[config.mk]
export PLATFORM = sky130hd
export DESIGN_NAME = multicycle_control_unit_flat
export DESIGN_NICKNAME = d
export VERILOG_FILES = /design/src/rtl/multicycle_control_unit_if.sv /design/src/rtl/multicycle_control_unit.sv /design/src/flat_wrapper.sv
export SDC_FILE = /design/constraint.sdc
export NUM_CORES = 1
export LEC_CHECK = 0
export BUFFER_PORTS_ARGS = -buffer_cell sky130_fd_sc_hd__buf_4
export CAP_MARGIN = 15
export CORE_ASPECT_RATIO = 0.6
export CORE_MARGIN = 2
export CORE_UTILIZATION = 45
export DETAILED_ROUTE_END_ITERATION = 16
export MAX_ROUTING_LAYER = met4
export PLACE_DENSITY = 0.7
export SETUP_SLACK_MARGIN = 0.02
export SYNTH_ARGS = -nofsm -noshare
export SYNTH_HDL_FRONTEND = slang
export SYNTH_SLANG_ARGS = --single-unit
[constraint.sdc]
create_clock -name clk -period 4.5 [get_ports clk]
set_clock_uncertainty 0.2 [all_clocks]
set_input_delay 0.45 -clock clk [delete_from_list [all_inputs] [get_ports clk]]
set_output_delay 0.45 -clock clk [all_outputs]
set_load 0.1 [all_outputs]
[src/rtl/multicycle_control_unit_if.sv]
// -----------------------------------------------------------------------------
// multicycle_control_unit_if
// Groups the instruction/memory handshake and the datapath control bundle of
// the multi-cycle control unit.
//   master : control unit side (receives opcode/mem_ready/stall, drives controls)
//   slave  : datapath/memory side (drives opcode/mem_ready/stall, receives controls)
// Signals:
//   opcode[OPCODE_W]  instruction opcode field from memory
//   mem_ready, stall  memory completion and pipeline freeze
//   mem_req, ir_write, pc_write, regDst, branch, memRead, memWrite, ALUsrc,
//   regWrite, jump, byteOperations, move, ALUop[ALUOP_W]  datapath controls
//   state[3], illegal, timeout, instr_done  debug / trap / retire status
// -----------------------------------------------------------------------------
interface multicycle_control_unit_if #(
   parameter int OPCODE_W = 6,
   parameter int ALUOP_W  = 3
);
   logic [OPCODE_W-1:0] opcode;
   logic                mem_ready;
   logic                stall;
   logic                mem_req;
   logic                ir_write;
   logic                pc_write;
   logic                regDst;
   logic                branch;
   logic                memRead;
   logic                memWrite;
   logic [ALUOP_W-1:0]  ALUop;
   logic                ALUsrc;
   logic                regWrite;
   logic                jump;
   logic                byteOperations;
   logic                move;
   logic [2:0]          state;
   logic                illegal;
   logic                timeout;
   logic                instr_done;

   modport master (
      input  opcode, mem_ready, stall,
      output mem_req, ir_write, pc_write, regDst, branch, memRead, memWrite,
             ALUop, ALUsrc, regWrite, jump, byteOperations, move,
             state, illegal, timeout, instr_done
   );

   modport slave (
      output opcode, mem_ready, stall,
      input  mem_req, ir_write, pc_write, regDst, branch, memRead, memWrite,
             ALUop, ALUsrc, regWrite, jump, byteOperations, move,
             state, illegal, timeout, instr_done
   );
endinterface

[src/rtl/multicycle_control_unit.sv]
// -----------------------------------------------------------------------------
// multicycle_control_unit
// Multi-cycle control FSM (FETCH/DECODE/EXEC/MEM/WB/TRAP) for the multi-cycle
// CPU. Steps each instruction through its phases, waits on a variable-latency
// memory handshake with an optional timeout, honours a global stall and traps
// on illegal opcodes.
// Ports:
//   clk    rising-edge clock
//   reset  asynchronous active-high reset
//   bus    multicycle_control_unit_if.master (opcode/mem_ready/stall in,
//          datapath controls, state, illegal, timeout, instr_done out)
//   retired_cnt[32]  retired-instruction counter, present only when the
//          MCU_PERF_CNT_EN macro is defined
// Control outputs are combinational from the current state and the latched
// opcode (plus mem_ready/stall for the handshake-qualified strobes).
// -----------------------------------------------------------------------------
module multicycle_control_unit #(
   parameter int OPCODE_W    = 6,
   parameter int ALUOP_W     = 3,
   parameter int MEM_TIMEOUT = 15,
   parameter int CNT_W       = 4
) (
   input  logic                      clk,
   input  logic                      reset,
   multicycle_control_unit_if.master bus
`ifdef MCU_PERF_CNT_EN
   ,
   output logic [31:0]               retired_cnt
`endif
);

   typedef enum logic [2:0] {
      S_FETCH  = 3'd0,
      S_DECODE = 3'd1,
      S_EXEC   = 3'd2,
      S_MEM    = 3'd3,
      S_WB     = 3'd4,
      S_TRAP   = 3'd7
   } state_t;

   localparam logic [OPCODE_W-1:0] OP_RTYPE = OPCODE_W'(6'b000000);
   localparam logic [OPCODE_W-1:0] OP_ADDI  = OPCODE_W'(6'b000010);
   localparam logic [OPCODE_W-1:0] OP_ANDI  = OPCODE_W'(6'b000011);
   localparam logic [OPCODE_W-1:0] OP_ORI   = OPCODE_W'(6'b000100);
   localparam logic [OPCODE_W-1:0] OP_SLTI  = OPCODE_W'(6'b000101);
   localparam logic [OPCODE_W-1:0] OP_BEQ   = OPCODE_W'(6'b001000);
   localparam logic [OPCODE_W-1:0] OP_BNE   = OPCODE_W'(6'b001001);
   localparam logic [OPCODE_W-1:0] OP_LW    = OPCODE_W'(6'b010000);
   localparam logic [OPCODE_W-1:0] OP_SW    = OPCODE_W'(6'b010001);
   localparam logic [OPCODE_W-1:0] OP_LB    = OPCODE_W'(6'b010010);
   localparam logic [OPCODE_W-1:0] OP_SB    = OPCODE_W'(6'b010011);
   localparam logic [OPCODE_W-1:0] OP_J     = OPCODE_W'(6'b100000);
   localparam logic [OPCODE_W-1:0] OP_MOVE  = OPCODE_W'(6'b111000);

   localparam logic [ALUOP_W-1:0] ALU_ADD   = ALUOP_W'(3'b000);
   localparam logic [ALUOP_W-1:0] ALU_SUB   = ALUOP_W'(3'b001);
   localparam logic [ALUOP_W-1:0] ALU_FUNCT = ALUOP_W'(3'b010);
   localparam logic [ALUOP_W-1:0] ALU_AND   = ALUOP_W'(3'b011);
   localparam logic [ALUOP_W-1:0] ALU_OR    = ALUOP_W'(3'b100);
   localparam logic [ALUOP_W-1:0] ALU_SLT   = ALUOP_W'(3'b101);

   localparam bit               TIMEOUT_EN  = (MEM_TIMEOUT != 0);
   localparam logic [CNT_W-1:0] TIMEOUT_CNT = CNT_W'(MEM_TIMEOUT);

   state_t              state_r;
   logic [CNT_W-1:0]    wait_cnt_r;
   logic [OPCODE_W-1:0] opcode_q_r;
   logic                timeout_r;

   logic                is_rtype_s;
   logic                is_imm_s;
   logic                is_branch_s;
   logic                is_load_s;
   logic                is_store_s;
   logic                is_byte_s;
   logic                is_jump_s;
   logic                is_move_s;
   logic                is_legal_s;
   logic [ALUOP_W-1:0]  alu_op_s;
   logic                timeout_hit_s;
   logic                wr_en_s;

   // Wait budget exhausted this cycle; mem_ready is checked first by the FSM so it wins.
   assign timeout_hit_s = TIMEOUT_EN && (wait_cnt_r == TIMEOUT_CNT);
   // Write enables and retire pulses are only allowed while not stalled.
   assign wr_en_s       = ~bus.stall;

   // Classify the latched opcode into instruction groups and pick its ALU op.
   always_comb begin
      is_rtype_s  = 1'b0;
      is_imm_s    = 1'b0;
      is_branch_s = 1'b0;
      is_load_s   = 1'b0;
      is_store_s  = 1'b0;
      is_byte_s   = 1'b0;
      is_jump_s   = 1'b0;
      is_move_s   = 1'b0;
      is_legal_s  = 1'b1;
      alu_op_s    = ALU_ADD;
      case (opcode_q_r)
         OP_RTYPE: begin is_rtype_s = 1'b1; alu_op_s = ALU_FUNCT; end
         OP_ADDI:  begin is_imm_s = 1'b1; end
         OP_ANDI:  begin is_imm_s = 1'b1; alu_op_s = ALU_AND; end
         OP_ORI:   begin is_imm_s = 1'b1; alu_op_s = ALU_OR; end
         OP_SLTI:  begin is_imm_s = 1'b1; alu_op_s = ALU_SLT; end
         OP_BEQ,
         OP_BNE:   begin is_branch_s = 1'b1; alu_op_s = ALU_SUB; end
         OP_LW:    begin is_load_s = 1'b1; end
         OP_SW:    begin is_store_s = 1'b1; end
         OP_LB:    begin is_load_s = 1'b1; is_byte_s = 1'b1; end
         OP_SB:    begin is_store_s = 1'b1; is_byte_s = 1'b1; end
         OP_J:     begin is_jump_s = 1'b1; end
         OP_MOVE:  begin is_move_s = 1'b1; end
         default:  begin is_legal_s = 1'b0; end
      endcase
   end

   // Phase sequencing, memory wait counter, opcode latch and trap cause; all hold while stalled.
   always_ff @(posedge clk or posedge reset) begin
      if (reset) begin
         state_r    <= S_FETCH;
         wait_cnt_r <= '0;
         opcode_q_r <= '0;
         timeout_r  <= 1'b0;
      end else if (!bus.stall) begin
         case (state_r)
            S_FETCH: begin
               if (bus.mem_ready) begin
                  opcode_q_r <= bus.opcode;
                  state_r    <= S_DECODE;
                  wait_cnt_r <= '0;
               end else if (timeout_hit_s) begin
                  state_r    <= S_TRAP;
                  timeout_r  <= 1'b1;
                  wait_cnt_r <= '0;
               end else begin
                  wait_cnt_r <= wait_cnt_r + CNT_W'(1);
               end
            end
            S_DECODE: begin
               wait_cnt_r <= '0;
               if (!is_legal_s) begin
                  state_r <= S_TRAP;
               end else if (is_jump_s) begin
                  state_r <= S_FETCH;
               end else begin
                  state_r <= S_EXEC;
               end
            end
            S_EXEC: begin
               wait_cnt_r <= '0;
               if (is_branch_s) begin
                  state_r <= S_FETCH;
               end else if (is_load_s || is_store_s) begin
                  state_r <= S_MEM;
               end else begin
                  state_r <= S_WB;
               end
            end
            S_MEM: begin
               if (bus.mem_ready) begin
                  state_r    <= is_load_s ? S_WB : S_FETCH;
                  wait_cnt_r <= '0;
               end else if (timeout_hit_s) begin
                  state_r    <= S_TRAP;
                  timeout_r  <= 1'b1;
                  wait_cnt_r <= '0;
               end else begin
                  wait_cnt_r <= wait_cnt_r + CNT_W'(1);
               end
            end
            S_WB: begin
               wait_cnt_r <= '0;
               state_r    <= S_FETCH;
            end
            S_TRAP: begin
               state_r <= S_TRAP;
            end
            default: begin
               // Unreachable encodings are treated as a fault.
               state_r    <= S_TRAP;
               wait_cnt_r <= '0;
            end
         endcase
      end
   end

   // Datapath controls decoded from the current phase and the latched opcode.
   always_comb begin
      bus.mem_req        = 1'b0;
      bus.ir_write       = 1'b0;
      bus.pc_write       = 1'b0;
      bus.regDst         = 1'b0;
      bus.branch         = 1'b0;
      bus.memRead        = 1'b0;
      bus.memWrite       = 1'b0;
      bus.ALUop          = ALU_ADD;
      bus.ALUsrc         = 1'b0;
      bus.regWrite       = 1'b0;
      bus.jump           = 1'b0;
      bus.byteOperations = 1'b0;
      bus.move           = 1'b0;
      bus.illegal        = 1'b0;
      bus.instr_done     = 1'b0;
      case (state_r)
         S_FETCH: begin
            bus.mem_req  = 1'b1;
            bus.memRead  = 1'b1;
            bus.ir_write = bus.mem_ready & wr_en_s;
            bus.pc_write = bus.mem_ready & wr_en_s;
         end
         S_DECODE: begin
            bus.jump       = is_jump_s;
            bus.pc_write   = is_jump_s & wr_en_s;
            bus.instr_done = is_jump_s & wr_en_s;
         end
         S_EXEC: begin
            bus.ALUsrc         = is_imm_s | is_load_s | is_store_s;
            bus.regDst         = is_rtype_s | is_move_s;
            bus.byteOperations = is_byte_s;
            bus.move           = is_move_s;
            bus.ALUop          = alu_op_s;
            // Branch PC update is qualified by zero/!zero in the datapath.
            bus.branch         = is_branch_s;
            bus.pc_write       = is_branch_s & wr_en_s;
            bus.instr_done     = is_branch_s & wr_en_s;
         end
         S_MEM: begin
            // Address operands stay selected for the whole access.
            bus.mem_req        = 1'b1;
            bus.ALUsrc         = 1'b1;
            bus.ALUop          = ALU_ADD;
            bus.memRead        = is_load_s;
            bus.memWrite       = is_store_s & wr_en_s;
            bus.byteOperations = is_byte_s;
            bus.instr_done     = is_store_s & bus.mem_ready & wr_en_s;
         end
         S_WB: begin
            // byteOperations/move keep selecting the write-back data source.
            bus.regWrite       = wr_en_s;
            bus.regDst         = is_rtype_s | is_move_s;
            bus.byteOperations = is_byte_s;
            bus.move           = is_move_s;
            bus.instr_done     = wr_en_s;
         end
         S_TRAP: begin
            bus.illegal = 1'b1;
         end
         default: begin
            bus.illegal = 1'b0;
         end
      endcase
   end

   assign bus.state   = state_r;
   assign bus.timeout = timeout_r;

`ifdef MCU_PERF_CNT_EN
   // Retired-instruction count; instr_done is already 0 in TRAP and under stall.
   always_ff @(posedge clk or posedge reset) begin
      if (reset) begin
         retired_cnt <= 32'd0;
      end else if (bus.instr_done) begin
         retired_cnt <= retired_cnt + 32'd1;
      end
   end
`endif

endmodule

[src/flat_wrapper.sv]
// flat-port wrapper written by rule: the top's interface ports become plain ports
module multicycle_control_unit_flat 
#(
   parameter int OPCODE_W    = 6,
   parameter int ALUOP_W     = 3,
   parameter int MEM_TIMEOUT = 15,
   parameter int CNT_W       = 4
)
  (clk, reset, bus_opcode, bus_mem_ready, bus_stall, bus_mem_req, bus_ir_write, bus_pc_write, bus_regDst, bus_branch, bus_memRead, bus_memWrite, bus_ALUop, bus_ALUsrc, bus_regWrite, bus_jump, bus_byteOperations, bus_move, bus_state, bus_illegal, bus_timeout, bus_instr_done);
  multicycle_control_unit_if #(.OPCODE_W(OPCODE_W), .ALUOP_W(ALUOP_W)) bus_i ();
  input  logic clk;
  input  logic reset;
  input wire logic [$bits(bus_i.opcode)-1:0] bus_opcode;
  input wire logic [$bits(bus_i.mem_ready)-1:0] bus_mem_ready;
  input wire logic [$bits(bus_i.stall)-1:0] bus_stall;
  output wire logic [$bits(bus_i.mem_req)-1:0] bus_mem_req;
  output wire logic [$bits(bus_i.ir_write)-1:0] bus_ir_write;
  output wire logic [$bits(bus_i.pc_write)-1:0] bus_pc_write;
  output wire logic [$bits(bus_i.regDst)-1:0] bus_regDst;
  output wire logic [$bits(bus_i.branch)-1:0] bus_branch;
  output wire logic [$bits(bus_i.memRead)-1:0] bus_memRead;
  output wire logic [$bits(bus_i.memWrite)-1:0] bus_memWrite;
  output wire logic [$bits(bus_i.ALUop)-1:0] bus_ALUop;
  output wire logic [$bits(bus_i.ALUsrc)-1:0] bus_ALUsrc;
  output wire logic [$bits(bus_i.regWrite)-1:0] bus_regWrite;
  output wire logic [$bits(bus_i.jump)-1:0] bus_jump;
  output wire logic [$bits(bus_i.byteOperations)-1:0] bus_byteOperations;
  output wire logic [$bits(bus_i.move)-1:0] bus_move;
  output wire logic [$bits(bus_i.state)-1:0] bus_state;
  output wire logic [$bits(bus_i.illegal)-1:0] bus_illegal;
  output wire logic [$bits(bus_i.timeout)-1:0] bus_timeout;
  output wire logic [$bits(bus_i.instr_done)-1:0] bus_instr_done;
  assign bus_i.opcode = bus_opcode;
  assign bus_i.mem_ready = bus_mem_ready;
  assign bus_i.stall = bus_stall;
  assign bus_mem_req = bus_i.mem_req;
  assign bus_ir_write = bus_i.ir_write;
  assign bus_pc_write = bus_i.pc_write;
  assign bus_regDst = bus_i.regDst;
  assign bus_branch = bus_i.branch;
  assign bus_memRead = bus_i.memRead;
  assign bus_memWrite = bus_i.memWrite;
  assign bus_ALUop = bus_i.ALUop;
  assign bus_ALUsrc = bus_i.ALUsrc;
  assign bus_regWrite = bus_i.regWrite;
  assign bus_jump = bus_i.jump;
  assign bus_byteOperations = bus_i.byteOperations;
  assign bus_move = bus_i.move;
  assign bus_state = bus_i.state;
  assign bus_illegal = bus_i.illegal;
  assign bus_timeout = bus_i.timeout;
  assign bus_instr_done = bus_i.instr_done;
  multicycle_control_unit #(.OPCODE_W(OPCODE_W), .ALUOP_W(ALUOP_W), .MEM_TIMEOUT(MEM_TIMEOUT), .CNT_W(CNT_W)) u_core (.clk(clk), .reset(reset), .bus(bus_i));
endmodule
==> metrics, run 1 <==
status finished clean; setup repair after global routing missed its margin false; accumulated negative setup slack 0 ns; Final Cycle Share 0.6538; final antenna-violating net count 0; count of buffers from port buffering 30; setup-violating endpoint count in the final report 0; async set-or-reset flop fraction in the synthesized netlist 1.000; number of pins with negative max-slew slack in the final report 0; Reg area 350.3 um^2; Cells after Synth 148; TritonCTS clock tree built; ys flop type sky130_fd_sc_hd__dfrtp_1; starting density of the core 0.4947; number of antenna violations at the first check in global routing 0; element type at the critical path start flip-flop; number of design rule violations left after detail routing 0; hold crit path type primary input to asynchronous set/reset pin; YS warnings 0; setup fix buffers added after clock tree synthesis 0; register area share after synthesis 0.3132; flip-flop and latch count after synthesis 14; Initial DRT Pass Iterations 4; total vias in the final route 1163; net count of the mapped netlist 159; WL met1 1319 um; Sinks on Clock Net 14; fraction of layout instances using a drive strength above 1 0.2384; distinct cell type count after synthesis 42; global placer's final weighted congestion 0.8627; area enclosed by the die boundary 2914 um^2; top layer used by detailed routing met4; endpoints failing hold 0; vias in the first global route 1000; buffer depth of the longest clock path 2; Layout area overhead 22.48%; combined area of all synthesized cells 1119 um^2; via density per instance 5.757; Detail Route met3 WL 241 um; top-level I/O count 31; antenna diode instance count 0; nets@finish 184; CP endpoint kind output pin; Worst-path clk slew 0.06 ns; data arrival time of the critical path 2.29 ns; routed wire length per instance 13.44 um; Filler cells 197; number of placement rows 13; core area 2261 um^2; CP max FO 18; met2 layer wire length in the routed design 1148 um; detailed-route wire length 2715 um; cell type with the highest aggregate area in the netlist sky130_fd_sc_hd__dfrtp_1; clock insertion delay at the later pin of the skew report 0.24 ns; Cell Area, Placed 1315 um^2; Rel. slew slack 0.6279; H-Tree Level Count 1; Fin Hold WS 0.05095 ns; final instance area 1370 um^2; shortest clock period the worst path allows after layout 2.942 ns; Yosys top cell area share 0.3132; multi-input combinational cell area 686.9 um^2; global-route wire length before repair 4560 um; number of maximum-capacitance constraint violations 0; Clk Tree Root Cell sky130_fd_sc_hd__clkbuf_8; CTS Hold Bufs 0; total CTS buffers 3; Die H 42.62 um; pin slew with the least headroom to its limit 0.5582 ns; class of the most critical setup path flip-flop to output pin; half-perimeter wire length after placement 2066 um; EDFF count, synth 0; most common cell in the synthesized netlist sky130_fd_sc_hd__nand2_1; Total GRT Usage 0.2073; number of resized instances in the post-cts repair step 0; Post-Syn Area per Cell 7.558 um^2; die span in x 68.37 um; commonest cells in the synthesized netlist sky130_fd_sc_hd__nand2_1, sky130_fd_sc_hd__nor2_1, sky130_fd_sc_hd__dfrtp_1; largest net degree at the start of global routing 20; most area-consuming cells after synthesis sky130_fd_sc_hd__dfrtp_1, sky130_fd_sc_hd__nand2_1, sky130_fd_sc_hd__nor2_1, sky130_fd_sc_hd__a21oi_1, sky130_fd_sc_hd__o21ai_1; Iter 0 DRT Violations 117; Worst EP required 3.85 ns; total congestion overflow after global routing 0; Max Freq 0.3399 GHz
==> cell usage in the layout (no fill, tap or decap), types with 3 or more instances in the layout <==
| master | n |
|---|---|
| sky130_fd_sc_hd__o21ai_1 | 8 |
| sky130_fd_sc_hd__or4_1 | 4 |
| sky130_fd_sc_hd__nand2b_1 | 4 |
| sky130_fd_sc_hd__nand3_1 | 4 |
| sky130_fd_sc_hd__clkbuf_8 | 4 |
| sky130_fd_sc_hd__nand2_1 | 32 |
| sky130_fd_sc_hd__inv_1 | 3 |
| sky130_fd_sc_hd__a21oi_1 | 8 |
| sky130_fd_sc_hd__nor3_1 | 4 |
| sky130_fd_sc_hd__nor2_1 | 19 |
| sky130_fd_sc_hd__dfrtp_1 | 14 |
| sky130_fd_sc_hd__buf_4 | 30 |
| sky130_fd_sc_hd__o22a_1 | 3 |
==> worst max-delay path, cell delays in order, from the launching register on <==
cell and delay (ns):
sky130_fd_sc_hd__dfrtp_1 0.57, sky130_fd_sc_hd__nand2b_1 0.29, sky130_fd_sc_hd__or4_1 0.50, sky130_fd_sc_hd__a2111oi_2 0.35, sky130_fd_sc_hd__buf_4 0.34
==> per-stage QoR <==
step	cells	setup slack, ns	util
finish	202	1.558	0.6060
CTS	202	1.559	0.6060
global route	202	1.448	0.6060
global placement	198	1.876	0.5816
floorplan	148	0.2103	-
detailed placement	198	1.832	0.5816
==> cell type report <==
| class | instances | share of cell area |
|---|---|---|
| multi-input combinational | 120 | 0.5014 |
| sequential | 14 | 0.2557 |
| timing repair buffer | 30 | 0.1644 |
| inverter | 4 | 0.01096 |
| tap | 30 | 0.02740 |
| clock buffer | 4 | 0.04018 |
==> layer usage <==
| metal | track usage | up-vias |
|---|---|---|
| met1 | 0.3133 | 534 |
| met4 | 0.01200 | 0 |
| met5 | - | - |
| met3 | 0.04032 | 2 |
| li1 | - | 574 |
| met2 | 0.2990 | 53 |
==> final timing paths <==
path                                     startpoint              endpoint  slack [ns]  depth (start not counted)
max in group asynchronous                     reset  u_core.opcode_q_r[1]        3.69                          2
min in group clk                      bus_opcode[0]  u_core.opcode_q_r[0]        0.19                          3
worst max register to register  u_core.bus.state[0]   u_core.bus.state[2]        2.47                          5
worst max-delay path            u_core.bus.state[2]          bus_ALUop[1]        1.56                          4
worst min register to register   u_core.bus.timeout    u_core.bus.timeout        0.27                          2
worst min-delay path                          reset  u_core.opcode_q_r[4]        0.05                          2
==> state kept, by name, summed over array words and instances, names as in the netlist <==
name,cells
u_core.bus.timeout,1
u_core.opcode_q_r,6
u_core.bus.state,3
u_core.wait_cnt_r,4
==> cells by family after synthesis <==
logic type	share of synthesized area
fa+ha+maj	0.01118
flops	0.3132
simple gates	0.3591
mux	0.01007
buf+inv	0.07270
xor+xnor	0.02349
compound gates	0.2103
Power of run 1 is not shown: default switching activity piles up to over one toggle a cycle in this logic, so the estimate is an artifact.
==> run 2, diff against run 1 <==
--- a/config.mk
+++ b/config.mk
@@ -5,6 +5,7 @@
 export SDC_FILE = /design/constraint.sdc
 export NUM_CORES = 1
 export LEC_CHECK = 0
+export ABC_AREA = 1
 export BUFFER_PORTS_ARGS = -buffer_cell sky130_fd_sc_hd__buf_4
 export CAP_MARGIN = 15
 export CORE_ASPECT_RATIO = 0.6
@@ -12,7 +13,7 @@
 export CORE_UTILIZATION = 45
 export DETAILED_ROUTE_END_ITERATION = 16
 export MAX_ROUTING_LAYER = met4
-export PLACE_DENSITY = 0.7
+export PLACE_DENSITY = 0.73
 export SETUP_SLACK_MARGIN = 0.02
 export SYNTH_ARGS = -nofsm -noshare
 export SYNTH_HDL_FRONTEND = slang
==> constraint.sdc (replaced) <==
create_clock -name clk -period 2.4 [get_ports clk]
set_clock_uncertainty 0.2 [all_clocks]
set_input_delay 0.24 -clock clk [delete_from_list [all_inputs] [get_ports clk]]
set_output_delay 0.24 -clock clk [all_outputs]
set_load 0.1 [all_outputs]
==> run 2 against run 1 <==
Against the previous run:
- the run now ends with negative hold slack left
- cell count rose by 17%
- die area fell by 1.9%
- utilization rose by 10 points
- synthesized area fell by 2.0%
- critical path depth rose by 4
- flip-flop and latch count did not move
- final area rose by 15%
- critical endpoint is now bus_instr_done
- largest cell class unchanged
==> metrics, run 2 <==
status complete, but fails checks; Sinks on Clock Net 14; cell type with the highest aggregate area in the netlist sky130_fd_sc_hd__dfrtp_1; global-route wire length before repair 5154 um; distinct cell type count after synthesis 26; class of the most critical setup path flip-flop to output pin; Max Freq 0.4385 GHz; final core utilization 0.7086; routing usage on met1 0.3704; setup-violating endpoint count in the final report 0; global routing's busiest layer met1; antenna diode instance count 0; CP bufs+invs 2; VDD IR max 0.0004865 V; standard cell with the maximum stage delay on the critical path sky130_fd_sc_hd__dfrtp_1; Post-Syn Area per Cell 6.486 um^2; most area-consuming cells after synthesis sky130_fd_sc_hd__dfrtp_1, sky130_fd_sc_hd__nand2_1, sky130_fd_sc_hd__nor2_1, sky130_fd_sc_hd__inv_1, sky130_fd_sc_hd__nand3_1; pin slew with the least headroom to its limit 0.5621 ns; Final Cycle Share 0.9501; area enclosed by the die boundary 2860 um^2; accumulated negative setup slack 0 ns; total power density per cell area 757.0 nW/um^2; Yosys top cell area share 0.3196; buffer depth of the longest clock path 2; most common cell in the synthesized netlist sky130_fd_sc_hd__nand2_1; register bank with the most flops u_core.opcode_q_r; stage delay of the slowest cell on the critical path 0.43 ns; count of buffers from port buffering 30; total CTS buffers 3; largest net degree at the start of global routing 15; failing checks negative hold slack; flip-flop and latch count after synthesis 14; setup repair after global routing missed its margin true; number of placement rows 13; family with the most delay on the worst path simple AND/OR/NAND/NOR gates; clock insertion delay at the later pin of the skew report 0.26 ns; CP endpoint kind output pin; EDFF count, synth 0; vias in the first global route 1088; YS warnings 0; Rel. slew slack 0.6249; Worst-path clk slew 0.07 ns; total vias in the final route 1284; Filler cells 167; met2 Usage GRT 0.3392; Fin Hold WS -0.0005455 ns; total leakage power 0.7588 nW; number of design rule violations left after detail routing 0; top-level I/O count 31; commonest cells in the synthesized netlist sky130_fd_sc_hd__nand2_1, sky130_fd_sc_hd__nor2_1, sky130_fd_sc_hd__inv_1; worst-case setup margin in the final layout 0.1197 ns; global placer's final weighted congestion 0.9896; total congestion overflow after global routing 0; element type at the critical path start flip-flop; async set-or-reset flop fraction in the synthesized netlist 1.000; number of antenna violations at the first check in global routing 0; CP max FO 8; TritonCTS clock tree built; ys flop type sky130_fd_sc_hd__dfrtp_1; Die H 42.23 um; register area share after synthesis 0.3196; combined area of all synthesized cells 1096 um^2; net count of the mapped netlist 180; cell total after placement 228; via density per instance 5.441; number of pins with negative max-slew slack in the final report 0; fraction of layout instances using a drive strength above 1 0.4029; shortest clock period the worst path allows after layout 2.280 ns; Total GRT Usage 0.2533; detailed-route wire length 3270 um; GRT met3 Usage 0.06720; die span in x 67.72 um; Largest register FFs 6; H-Tree Level Count 1; top library cells by usage in the layout, fill and taps aside sky130_fd_sc_hd__nand2_1, sky130_fd_sc_hd__buf_4, sky130_fd_sc_hd__nor2_1; half-perimeter wire length after placement 2557 um; commonest non-fill, non-tap cell in the layout sky130_fd_sc_hd__nand2_1; core area 2228 um^2; Layout area overhead 44.06%; Initial DRT Pass Iterations 4; routed wire length per instance 13.86 um; Cells after Synth 169; nets@finish 218; endpoints failing hold 1; data arrival time of the critical path 1.84 ns; starting density of the core 0.4919; filler-free cell count of the finished design 236; Worst EP required 1.96 ns; cell breakdown of the critical path inv_2 > nand2_1 > nor2_1 > nand3_1 > nor2_4 > o21ai_2 > nand3b_1 > buf_6; Iter 0 DRT Violations 97; Clk Tree Root Cell sky130_fd_sc_hd__clkbuf_8; worst setup timing slack at the placement stage 0.3101 ns; final antenna-violating net count 0; hold crit path type primary input to flip-flop; number of maximum-capacitance constraint violations 0
## run 2: changes by cell type after synthesis, sizes merged, moves of 4 or more
cell / before / now
a21oi: 8 / 4
nand2: 32 / 51
inv: 4 / 26
nand3: 4 / 11
or4: 4 / 0
buf: 6 / 2
clkbuf: 4 / 0
nand4: 2 / 6
nor2: 19 / 29
nor3: 6 / 2
nand2b: 4 / 0
## run 2: repair_timing
action,4_1_cts,5_1_grt
hold buffers,2,1
gates resized for setup,0,5
endpoints found under the hold margin,15,1
setup endpoints to repair,0,5
buffers inserted,0,1
## run 2: per-stage QoR
step                total power (W)  instance area, um^2
floorplan                 0.0008100                 1217
CTS                        0.001174                 1540
global placement          0.0009235                 1465
detailed placement        0.0009321                 1465
global route               0.001257                 1579
finish                     0.001195                 1579
## run 2: power breakdown
part           total [W]  switching [W]  internal (W)  leakage (nW)
logic           0.000569       0.000430      0.000138         0.570
registers       0.000382      0.0000921      0.000290         0.160
clock network   0.000245      0.0000988      0.000146        0.0288
total            0.00120       0.000621      0.000574         0.759
## run 2: per-layer routing
layer	wire, um	vias to the layer above
met3	368	6
met5	0	-
met1	1540	570
met4	53	0
li1	-	624
met2	1307	84
## run 2: worst reg2reg max path: cells and delay by family (launching register included)
| family | cells | cell delay (ns) |
|---|---|---|
| AO/OA/AOI/OAI | 1 | 0.06 |
| AND/OR/NAND/NOR | 4 | 0.70 |
| buffers and inverters | 1 | 0.22 |
| flip-flops | 1 | 0.55 |
## run 2: kinds of logic (layout without fill, tap and decap cells)
family	Yosys count	count (layout)	synth area share
compound gates	24	24	0.1381
fa+ha+maj	1	1	0.01141
flops	14	14	0.3196
simple gates	101	101	0.4178
buf+inv	29	66	0.1130
## run 2: worst paths after layout
check / startpoint / slack, ns / end / cells after the start
min in group asynchronous: reset / 0.39 / u_core.bus.state[0] / 3
min: bus_opcode[5] / -0.0005 / u_core.opcode_q_r[5] / 3
max in group asynchronous: reset / 1.19 / u_core.bus.state[2] / 3
min reg2reg: u_core.bus.timeout / 0.33 / u_core.bus.timeout / 1
max reg2reg: u_core.bus.state[2] / 0.60 / u_core.opcode_q_r[3] / 6
max: u_core.opcode_q_r[1] / 0.12 / bus_instr_done / 8
## run 2: layout make-up
class | instances | area [um^2] | share of cell area
Inverter | 27 | 103.9 | 0.06577
Sequential cell | 14 | 361.6 | 0.2290
Tap cell | 30 | 37.54 | 0.02377
Timing Repair Buffer | 35 | 277.8 | 0.1759
Multi-Input combinational cell | 126 | 743.2 | 0.4707
Clock buffer | 4 | 55.05 | 0.03487
(Power assumes the default switching activity.)
